File: src/rtl/bullet_slot_arbiter.sv
// bullet_slot_arbiter
//   Hands out bullet slots to fire-button requests, at most one grant per
//   game tick, with a post-launch cooldown measured in ticks.
//
// Ports
//   iCLK, iRST_N          clock, async active-low reset
//   iTICK                 one-cycle 60 Hz game strobe
//   iFIRE_UP/iFIRE_DN     raw button levels (asynchronous)
//   iSLOT_DONE[N]         per-slot pulse: bullet left the screen
//   oLAUNCH[N]            one-cycle load pulse for the granted slot
//   oDIR[N]               per-slot direction (1 = up), valid while busy
//   oBUSY[N]              per-slot occupancy
//   oFULL                 all slots busy
//   oSHOT_CNT[8]          grants issued, modulo 256

// Button synchronizer plus rising-edge detector.
module bsa_fire_sync (
    input  logic clk,
    input  logic rst_n,
    input  logic fire,
    output logic rise
);
    logic s1, s2, prev;

    always_ff @(posedge clk or negedge rst_n) begin
        if (!rst_n) begin
            s1   <= 1'b0;
            s2   <= 1'b0;
            prev <= 1'b0;
        end else begin
            s1   <= fire;
            s2   <= s1;
            prev <= s2;
        end
    end

    // Flops clear in reset, so a button held through release yields one edge.
    assign rise = s2 & ~prev;
endmodule

// Per-slot occupancy, direction and launch pulse.
module bsa_slot (
    input  logic clk,
    input  logic rst_n,
    input  logic grant,
    input  logic grant_dir,
    input  logic done,
    output logic launch,
    output logic busy,
    output logic dir
);
    always_ff @(posedge clk or negedge rst_n) begin
        if (!rst_n) begin
            launch <= 1'b0;
            busy   <= 1'b0;
            dir    <= 1'b0;
        end else begin
            launch <= grant;
            // A grant only ever targets a free slot, so it cannot collide
            // with a done pulse; done on a free slot is a no-op.
            if (grant) begin
                busy <= 1'b1;
                dir  <= grant_dir;
            end else if (done) begin
                busy <= 1'b0;
            end
        end
    end
endmodule

module bullet_slot_arbiter #(
    parameter int N_SLOTS  = 4,
    parameter int COOLDOWN = 8
) (
    input  logic               iCLK,
    input  logic               iRST_N,
    input  logic               iTICK,
    input  logic               iFIRE_UP,
    input  logic               iFIRE_DN,
    input  logic [N_SLOTS-1:0] iSLOT_DONE,
    output logic [N_SLOTS-1:0] oLAUNCH,
    output logic [N_SLOTS-1:0] oDIR,
    output logic [N_SLOTS-1:0] oBUSY,
    output logic               oFULL,
    output logic [7:0]         oSHOT_CNT
);
    localparam int CW = (COOLDOWN < 1) ? 1 : $clog2(COOLDOWN + 1);

    typedef enum logic [1:0] {IDLE, LAUNCH, COOL} state_t;

    state_t             state;
    logic [CW-1:0]      cool_cnt;
    logic               pend_up, pend_dn;
    logic               rr_up;
    logic               rise_up, rise_dn;
    logic               can_grant, grant_up;
    logic [N_SLOTS-1:0] lowest_free, grant_vec, busy_nxt;

    bsa_fire_sync u_sync_up (.clk(iCLK), .rst_n(iRST_N), .fire(iFIRE_UP), .rise(rise_up));
    bsa_fire_sync u_sync_dn (.clk(iCLK), .rst_n(iRST_N), .fire(iFIRE_DN), .rise(rise_dn));

    // Grant decision uses the registered busy vector, so a slot freed this
    // cycle is not a candidate until the next tick.
    assign can_grant   = (state == IDLE) && iTICK && (pend_up || pend_dn) && !(&oBUSY);
    assign grant_up    = pend_up && (!pend_dn || rr_up);
    // Lowest clear bit of busy: adding one ripples through the low ones.
    assign lowest_free = ~oBUSY & (oBUSY + N_SLOTS'(1));
    assign grant_vec   = can_grant ? lowest_free : '0;
    assign busy_nxt    = (oBUSY & ~iSLOT_DONE) | grant_vec;

    for (genvar g = 0; g < N_SLOTS; g++) begin : g_slot
        bsa_slot u_slot (
            .clk      (iCLK),
            .rst_n    (iRST_N),
            .grant    (grant_vec[g]),
            .grant_dir(grant_up),
            .done     (iSLOT_DONE[g]),
            .launch   (oLAUNCH[g]),
            .busy     (oBUSY[g]),
            .dir      (oDIR[g])
        );
    end

    always_ff @(posedge iCLK or negedge iRST_N) begin
        if (!iRST_N) begin
            state     <= IDLE;
            cool_cnt  <= '0;
            pend_up   <= 1'b0;
            pend_dn   <= 1'b0;
            rr_up     <= 1'b1;
            oSHOT_CNT <= 8'd0;
            oFULL     <= 1'b0;
        end else begin
            // Pending flags keep collecting in every state; a clear for the
            // granted direction wins over a coincident new edge.
            pend_up <= (pend_up | rise_up) & ~(can_grant &  grant_up);
            pend_dn <= (pend_dn | rise_dn) & ~(can_grant & ~grant_up);
            oFULL   <= &busy_nxt;
            case (state)
                IDLE: begin
                    if (can_grant) begin
                        state     <= LAUNCH;
                        cool_cnt  <= CW'(COOLDOWN);
                        oSHOT_CNT <= oSHOT_CNT + 8'd1;
                        if (pend_up && pend_dn)
                            rr_up <= ~rr_up;
                    end
                end
                LAUNCH: begin
                    state <= (COOLDOWN > 0) ? COOL : IDLE;
                end
                COOL: begin
                    if (iTICK) begin
                        cool_cnt <= cool_cnt - CW'(1);
                        if (cool_cnt == CW'(1))
                            state <= IDLE;
                    end
                end
                default: state <= IDLE;
            endcase
        end
    end
endmodule
File: config.mk
export PLATFORM = sky130hd
export DESIGN_NAME = bullet_slot_arbiter
export DESIGN_NICKNAME = d
export VERILOG_FILES = /design/src/rtl/bullet_slot_arbiter.sv
export SDC_FILE = /design/constraint.sdc
export NUM_CORES = 1
export LEC_CHECK = 0
export ABC_CLOCK_PERIOD_IN_PS = 3300
export BUFFER_PORTS_ARGS = -buffer_cell sky130_fd_sc_hd__clkbuf_2
export CAP_MARGIN = 25
export CORE_ASPECT_RATIO = 0.75
export CORE_UTILIZATION = 55
export DETAILED_ROUTE_END_ITERATION = 8
export PLACE_DENSITY = 0.79
export SYNTH_ARGS = -nofsm -noshare
export SYNTH_HDL_FRONTEND = slang
export SYNTH_HIERARCHICAL = 1
export SYNTH_SLANG_ARGS = --single-unit
File: constraint.sdc
create_clock -name iCLK -period 3.3 [get_ports iCLK]
set_input_delay 0.33 -clock iCLK [delete_from_list [all_inputs] [get_ports iCLK]]
set_output_delay 0.33 -clock iCLK [all_outputs]
set_load 0.01 [all_outputs]
==> impl_metrics.tcl, run 1 <==
set metrics [dict create \
    power.leakage_nw 0.917 \
    async_flop_share_pct 100 \
    final_common_cell "dfrtp_1" \
    cp.arrival_ns 2.05 \
    reg2regPathDepth 5 \
    track_usage_pct 20.7 \
    hpwl_um 1930 \
    finalCritPeriodShare_pct 57.1 \
    cp-start-kind "flop" \
    vias_per_cell 5.25 \
    fin_skew_ns 0.00307 \
    postSynthCellCount 126 \
    ios 30 \
    rsz0062_at_grt "no" \
    min_period_ns 1.88 \
    p_int_mw 0.939 \
    die_area_mm2 0.00304 \
    synth.avg_cell_area_um2 12.3 \
    holdBufCountCts 0 \
    setup_tns_ns 0 \
    yosysUniqueCellTypes 37 \
    synth_fp_nets 138 \
    synth_edf_count 0 \
    synth-seq-cells 36 \
    layout.nets 173 \
    grt_first_pass_wirelength_um 4460 \
    cts_tree "built" \
    p_sw_share_pct 34.5 \
    status "completed" \
    clk_path_buf_depth 2 \
    initial_core_util_pct 58.7 \
    relSlewSlack_pct 43.6 \
    avgRoutedWirePerCell_um 13.6 \
    place_congestion 0.754 \
    syn_area_mm2 0.00155 \
    layout-area-overhead-vs-synth_pct 17.6 \
    hold_class "input pin to async pin" \
    max_cap_viol_count 0 \
    p_seq_share_pct 48.4 \
    drt_iter0_markers 30 \
    cp-end-kind "flop" \
    critical_path_required_ns 3.47 \
    drc 0 \
    crit_fanout 4 \
    setup_violations 0 \
    cts-root-buf "clkbuf_8" \
    ys_seq_area_share_pct 58.2 \
    place.port_buffers 29 \
    post-cts-setup-buffers 0 \
    drt_first_pass_iters 4 \
    core_area_mm2 0.00264 \
    num_antenna_cells 0 \
    synth_ff_type "dfrtp_1" \
    yosys_warnings 6 \
    rows 16 \
    vias 1040 \
    wirelength_um 2700 \
    slew_viol_final 0 \
    tightest_slew_ns 0.846 \
    postRouteAntennaNets 0 \
    die-width_um 63.3 \
    grt_max_degree 37 \
    p_clk_share_pct 21.7 \
    worstSkewPairLatency_ns 0.28 \
    fp.dieH_um 48.0 \
    cts_inserted_buffers 5 \
    globalRouteOverflowTotal 0 \
    cts_resized 0 \
    ir_worst_vdd_uv 414 \
    h-tree-depth 2 \
    utilization_pct 69.0 \
    cts.clk_slew.worst_paths_ns 0.07 \
    finalHoldViolations 0 \
    clock.fmax_ghz 0.531 \
    combinationalPowerShare_pct 29.9 \
    cts.sinks 36 \
    p_per_area_mw_per_mm2 786 \
    p_sw_mw 0.494 \
    first_global_vias 971 \
    final_cell_mix "dfrtp_1, clkbuf_2, nand2_1, inv_1, nand3_1" \
    antenna_found_initial 0 \
    drive_gt1_share_pct 32.7 \
    crit_type "flop to flop" \
]
[cells by family after synthesis]
family          count (synthesis)  share of synthesized area (%)
flops                          36                           58.2
simple gates                   44                           18.5
compound gates                 18                           7.83
mux                             6                           5.17
fa+ha+maj                       3                           2.42
xor+xnor                        8                           5.00
buf+inv                        11                           2.91
[worst paths after layout]
check                                       start                                 to  slack [ns]
max in group asynchronous                  iRST_N             u_sync_up/s2$_DFF_PN0_        2.63
setup / recovery             state[1]$_DFFE_PN0P_   g_slot[3].u_slot/dir$_DFFE_PN0P_        1.42
hold / removal                             iRST_N  g_slot[1].u_slot/busy$_DFFE_PN0P_        0.14
min in group iCLK                        iFIRE_UP             u_sync_up/s1$_DFF_PN0_        0.15
hold reg to reg            u_sync_up/s1$_DFF_PN0_             u_sync_up/s2$_DFF_PN0_        0.36
setup reg to reg             state[1]$_DFFE_PN0P_   g_slot[3].u_slot/dir$_DFFE_PN0P_        1.42
[cell type report]
class / instances / area, um^2
multi-input combinational: 79 / 603
tap: 36 / 45.0
inverter: 10 / 37.5
sequential: 36 / 902
clock buffer: 8 / 90.1
fill: 209 / 820
timing repair buffer: 29 / 145
[per-stage QoR]
stage               setup slack, ns  power [mW]  cell area, um^2  cells  hold slack, ns
finish                         1.42        1.43             1820    198           0.142
global route                   1.26        1.54             1820    198           0.134
CTS                            1.39        1.45             1820    198           0.141
detailed placement             1.39        1.13             1730    190           0.340
global placement               1.50        1.10             1730    190           0.336
floorplan                      1.60       0.978             1550    126          0.0344
[layer usage]
layer | track usage [%] | up-vias | share of wire, %
met5 | 0 | - | 0
met4 | 11.8 | 0 | 1.6
met3 | 6.19 | 4 | 4.7
met2 | 35.1 | 25 | 48
met1 | 24.8 | 506 | 45
li1 | - | 505 | -
[power groups by stage]
stage	Combinational, mW	Sequential (mW)	Clock (mW)
after floorplan	0.276	0.702	0
after global placement	0.411	0.689	0
after detailed placement	0.430	0.700	0
after CTS	0.434	0.693	0.322
after global routing	0.481	0.715	0.341
final	0.428	0.694	0.311
[registers in the layout, indices dropped and copies added, names as in the netlist]
register / count
oSHOT_CNT: 8
cool_cnt: 4
g_slot.u_slot/busy: 4
g_slot.u_slot/dir: 4
g_slot.u_slot/launch: 4
state: 2
oFULL: 1
pend_dn: 1
pend_up: 1
rr_up: 1
u_sync_dn/prev: 1
u_sync_dn/s1: 1
u_sync_dn/s2: 1
u_sync_up/prev: 1
u_sync_up/s1: 1
u_sync_up/s2: 1
[Yosys cell counts, drive strengths merged, types with 2 or more instances]
cell	instances	area share (%)
a21o	5	2.7
a21oi	3	0.97
dfrtp	35	56
ha	3	2.4
inv	10	2.4
mux2	4	3.9
mux2i	2	1.3
nand2	9	2.2
nand2b	2	0.81
nand3	8	3.4
nand4	3	1.2
nor2	5	1.2
nor2b	2	1.8
nor3	2	0.65
nor3b	6	3.6
o21ai	5	1.6
or2	2	0.81
xnor2	7	4.4
[critical path, cell delays in order, from the launching register on]
cell     delay, ns
dfrtp_1       0.43
nor3b_4       0.26
and2_1        0.20
nand3_1       0.12
nor3b_1       0.41
mux2_4        0.34
No activity file was read; power rests on OpenSTA's default activity.
==> run 2: changes to the inputs <==
ABC_AREA = 1   (was default)
ABC_CLOCK_PERIOD_IN_PS = 1800   (was 3300)
CORE_UTILIZATION = 54   (was 55)
PLACE_DENSITY = 0.78   (was 0.79)
clock period = 1.8 ns   (was 3.3 ns; I/O delays follow)
==> impl_metrics.tcl, run 2 <==
set metrics [dict create \
    p_sw_share_pct 38.2 \
    layout.nets 229 \
    rsz0062_at_grt "no" \
    setup_violations 0 \
    grt_first_pass_wirelength_um 4770 \
    antenna_found_initial 0 \
    largest_register_ffs 8 \
    synth_fp_nets 189 \
    worstSkewPairLatency_ns 0.29 \
    drt_iter0_markers 91 \
    pre_cts_ws_ns 0.376 \
    syn_area_mm2 0.00166 \
    p_int_mw 1.72 \
    place_congestion 0.810 \
    die-width_um 66.0 \
    power.leakage_nw 1.08 \
    yosys_warnings 6 \
    postRouteAntennaNets 0 \
    wirelength_um 2810 \
    cts_inserted_buffers 5 \
    cts.clk_slew.worst_paths_ns 0.07 \
    p_per_area_mw_per_mm2 1410 \
    ir_worst_vdd_uv 789 \
    min_period_ns 1.45 \
    ys_seq_area_share_pct 54.5 \
    grt_max_degree 37 \
    regMostFlops "oSHOT_CNT" \
    hold_class "input pin to flop" \
    cts_tree "built" \
    die_area_mm2 0.00330 \
    finalHoldViolations 0 \
    synth.avg_cell_area_um2 9.36 \
    yosysTopAreaCellShare_pct 52.9 \
    fill_cells 236 \
    tightest_slew_ns 0.435 \
    vias_per_cell 4.65 \
    synth_common_cells "nand2_1, dfrtp_1, inv_1" \
    crit_fanout 13 \
    clock.fmax_ghz 0.691 \
    post-cts-setup-buffers 0 \
    synth_most_common_cell "nand2_1" \
    hpwl_um 2130 \
    rows 17 \
    cts-root-buf "clkbuf_8" \
    drc 0 \
    setup_tns_ns 0 \
    yosysUniqueCellTypes 23 \
    cts.sinks 36 \
    cp.arrival_ns 1.62 \
    cp-start-kind "flop" \
    avgRoutedWirePerCell_um 11.0 \
    max_cap_viol_count 0 \
    track_usage_pct 20.2 \
    num_antenna_cells 0 \
    fp.dieH_um 50.0 \
    globalRouteOverflowTotal 0 \
    synth-seq-cells 36 \
    p_sw_mw 1.06 \
    ios 30 \
    initial_core_util_pct 56.4 \
    slew_viol_final 0 \
    first_global_vias 1149 \
    drive_gt1_share_pct 26.6 \
    p_seq_share_pct 45.2 \
    synth_ff_type "dfrtp_1" \
    synth_largest_area_cell "dfrtp_1" \
    finalCritPeriodShare_pct 80.4 \
    drt_first_pass_iters 4 \
    h-tree-depth 2 \
    final_common_cell "nand2_1" \
    layout-area-overhead-vs-synth_pct 18.7 \
    cp-end-kind "flop" \
    vias 1190 \
    synth_edf_count 0 \
    combinationalPowerShare_pct 34.0 \
    final_cell_mix "nand2_1, dfrtp_1, inv_1" \
    p_clk_share_pct 20.8 \
    relSlewSlack_pct 71.0 \
    clk_path_buf_depth 2 \
    fin_ws_ns 0.352 \
    status "completed" \
    netlist_top_cells_area "dfrtp_1, nand2_1, inv_1" \
    postSynthCellCount 177 \
    async_flop_share_pct 100 \
    rrSetupSlack_ns 0.35 \
    core_area_mm2 0.00294 \
    place.port_buffers 29 \
    power_mw 2.78 \
    crit_type "flop to flop" \
    utilization_pct 67.0 \
    fin_skew_ns 0.00552 \
    critical_path_required_ns 1.98 \
]
## run 2: cell count changes after synthesis, sizes merged, moves of 3 or more
cell,previous run,this run
xor2,1,7
a21oi,3,0
a21o,5,0
mux2,4,0
inv,10,34
nor2,5,20
nor3b,6,0
xnor2,7,2
nand2,9,52
## run 2: final timing paths
kind	start	end	cells after the start
max in group asynchronous	iRST_N	rr_up$_DFFE_PN1P_	3
setup / recovery	state[0]$_DFFE_PN0P_	g_slot[0].u_slot/dir$_DFFE_PN0P_	8
min in group asynchronous	iRST_N	cool_cnt[2]$_DFFE_PN0P_	3
setup reg to reg	state[0]$_DFFE_PN0P_	g_slot[0].u_slot/dir$_DFFE_PN0P_	8
hold reg to reg	u_sync_dn/s1$_DFF_PN0_	u_sync_dn/s2$_DFF_PN0_	0
hold / removal	iSLOT_DONE[3]	g_slot[3].u_slot/busy$_DFFE_PN0P_	4
## run 2: timing repair
| action | 4_1_cts | 5_1_grt |
|---|---|---|
| endpoints found under the hold margin | 37 | 0 |
| gates resized for setup | 0 | 0 |
| hold buffers | 3 | 0 |
| setup endpoints to repair | 0 | 0 |
## run 2: cell type report
| class | count | area, um^2 | share of cell area (%) |
|---|---|---|---|
| Sequential cell | 36 | 902 | 45.9 |
| Multi-Input combinational cell | 106 | 607 | 30.9 |
| Timing Repair Buffer | 34 | 190 | 9.67 |
| Inverter | 34 | 128 | 6.49 |
| Clock buffer | 6 | 82.6 | 4.20 |
| Tap cell | 38 | 47.5 | 2.42 |
| Clock inverter | 2 | 10.0 | 0.509 |
## run 2: metal layers
| layer | global-route usage, % | up-vias | wire, um |
|---|---|---|---|
| met3 | 6.48 | 8 | 124 |
| li1 | - | 606 | - |
| met2 | 30.4 | 23 | 1320 |
| met5 | 0 | - | 0 |
| met4 | 10.6 | 0 | 53 |
| met1 | 25.8 | 553 | 1310 |
## run 2: per-stage QoR
stage               area (um^2)  instances  hold slack, ns
global route               1970        256           0.168
detailed placement         1840        245           0.242
global placement           1840        245           0.239
CTS                        1970        256           0.132
finish                     1970        256           0.138
floorplan                  1660        177          -0.116
## run 2: cell families after synthesis
logic type      share of synthesized area, %
buf+inv                                 8.91
simple gates                            24.0
flops                                   54.5
fa+ha+maj                               2.27
compound gates                          3.32
xor+xnor                                7.02
## run 2: critical path, cell delays in order, from the launching register on
cell and delay [ns]:
dfrtp_1 0.40, inv_1 0.10, nand3_2 0.09, nor2_4 0.13, nand2_4 0.17, nor2_1 0.25
inv_1 0.09, nand2_1 0.06, nand2_1 0.04
## run 2: power groups by stage
stage          sequential (mW)  clock [mW]  combinational (mW)
6_report                  1.25       0.577               0.944
5_1_grt                   1.28       0.625                1.07
4_1_cts                   1.25       0.596               0.957
3_3_place_gp              1.25           0               0.901
2_1_floorplan             1.29           0               0.629
3_5_place_dp              1.27           0               0.953
==> run 3: changes to the inputs <==
ABC_CLOCK_PERIOD_IN_PS = 1170   (was 1800)
CORE_UTILIZATION = 49   (was 54)
PLACE_DENSITY = 0.74   (was 0.78)
clock period = 1.17 ns   (was 1.8 ns; I/O delays follow)
==> impl_metrics.tcl, run 3 (synthesis results as in run 2) <==
set metrics [dict create \
    crit_top_cell "nor2_4" \
    globalRouteOverflowTotal 0 \
    seq_area_um2 906 \
    hold_depth 4 \
    crit_fanout 7 \
    cts.clk_slew.worst_paths_ns 0.08 \
    final_cell_mix "nand2_1, dfrtp_1, clkbuf_2" \
    crit_type "flop to flop" \
    final_area_mm2 0.00224 \
    regMostFlops "oSHOT_CNT" \
    grt_max_degree 37 \
    core_area_mm2 0.00308 \
    cp_cell_sequence "inv_2, nand3_2, nor2_4, nand2_4, buf_12, nor2_4, xor2_2" \
    layout.nets 250 \
    max_stage_delay_ns 0.40 \
    die-width_um 69.1 \
    p_int_mw 3.24 \
    p_clk_share_pct 21.0 \
    fin_skew_ns 0.00516 \
    rows 17 \
    finalHoldViolations 0 \
    multi_input_area_um2 672 \
    worstSkewPairLatency_ns 0.29 \
    clock.fmax_ghz 0.808 \
    reg2regPathDepth 7 \
    hold_class "input pin to flop" \
    p_per_area_mw_per_mm2 2290 \
    fin_cells 277 \
    setup_violations 14 \
    critical_path_required_ns 1.39 \
    relSlewSlack_pct 85.5 \
    cts-root-buf "clkbuf_8" \
    fin_ws_ns -0.0684 \
    cts_tree "built" \
    slowest_stage "dfrtp_1" \
    postRouteAntennaNets 0 \
    largest_register_ffs 8 \
    die_area_mm2 0.00362 \
    finalCritPeriodShare_pct 106 \
    num_antenna_cells 0 \
    tightest_slew_ns 0.217 \
    cp.arrival_ns 1.45 \
    avgRoutedWirePerCell_um 12.0 \
    track_usage_pct 19.5 \
    p_seq_share_pct 37.0 \
    p_sw_mw 1.90 \
    timing.hold.ws_ns 0.0672 \
    fill_cells 216 \
    grt_first_pass_wirelength_um 5290 \
    drt_first_pass_iters 4 \
    clk_path_buf_depth 2 \
    rsz0062_at_grt "yes" \
    cp-start-kind "flop" \
    drc 0 \
    h-tree-depth 2 \
    p_sw_share_pct 37.0 \
    cp-end-kind "flop" \
    cts.sinks 36 \
    hpwl_um 2290 \
    vias_per_cell 4.72 \
    ir_worst_vdd_uv 1170 \
    max_cap_viol_count 0 \
    antenna_found_initial 0 \
    dp.cells 260 \
    placed_cell_area_mm2 0.00199 \
    drive_gt1_share_pct 42.3 \
    place_congestion 0.859 \
    ios 30 \
    combinationalPowerShare_pct 41.9 \
    slew_viol_final 0 \
    place.port_buffers 29 \
    power.leakage_nw 1.20 \
    wirelength_um 3320 \
    failed_checks "setup timing" \
    initial_core_util_pct 53.7 \
    drt_iter0_markers 42 \
    utilization_pct 72.8 \
    setup_tns_ns -0.501 \
    cts_inserted_buffers 5 \
    fp.dieH_um 52.4 \
    power_mw 5.14 \
    layout-area-overhead-vs-synth_pct 35.5 \
    vias 1307 \
    pre_cts_ws_ns -0.0625 \
    first_global_vias 1231 \
    status "finished, violations left" \
    min_period_ns 1.24 \
    final_common_cell "nand2_1" \
]
## run 3: changes by cell type in the layout (fill, tap and decap cells not counted), sizes merged
cell	previous run	this run
clkinv	2	1
bufinv	0	1
clkinvlp	0	1
buf	2	23
clkbuf	35	34
## run 3: critical path: cells and delay by family (launching register included)
| kind | cells | cell delay [ns] |
|---|---|---|
| flops | 1 | 0.40 |
| simple gates | 4 | 0.40 |
| buf+inv | 2 | 0.24 |
| xor+xnor | 1 | 0.13 |
## run 3: timing repair
action,in CTS,in global routing
hold buffers,3,0
pin swaps,0,4
resized for setup,5,18
setup buffers,0,6
hold endpoints to repair,37,0
endpoints found under the setup margin,13,23
## run 3: path summary, 6_finish.rpt
check	startpoint	end	slack (ns)
hold / removal	iSLOT_DONE[2]	g_slot[2].u_slot/busy$_DFFE_PN0P_	0.07
max in group asynchronous	iRST_N	rr_up$_DFFE_PN1P_	0.60
hold reg to reg	u_sync_dn/s1$_DFF_PN0_	u_sync_dn/s2$_DFF_PN0_	0.36
setup / recovery	state[1]$_DFFE_PN0P_	oSHOT_CNT[3]$_DFFE_PN0P_	-0.07
setup reg to reg	state[1]$_DFFE_PN0P_	oSHOT_CNT[3]$_DFFE_PN0P_	-0.07
min in group asynchronous	iRST_N	u_sync_up/s2$_DFF_PN0_	0.33
## run 3: cell type report
class,count,area share (%)
Timing Repair Buffer,55,16.9
Multi-Input combinational cell,106,29.9
Inverter,34,5.69
Clock buffer,5,3.07
Tap cell,38,2.12
Sequential cell,36,40.4
Clock inverter,3,1.90
## run 3: power groups by stage
stage | clock, mW | sequential [mW] | combinational [mW]
finish | 1.08 | 1.91 | 2.16
global route | 1.16 | 1.95 | 2.40
floorplan | 0 | 1.99 | 0.978
global placement | 0 | 1.88 | 1.81
CTS | 1.11 | 1.88 | 1.93
detailed placement | 0 | 1.89 | 1.88
## run 3: layer usage
layer / GRT usage [%] / vias up / share of wire, %
met4: 6.46 / 0 / 0.75
met2: 32.7 / 19 / 50
li1: - / 648 / -
met5: 0 / - / 0
met1: 23.4 / 636 / 46
met3: 7.69 / 4 / 3.1
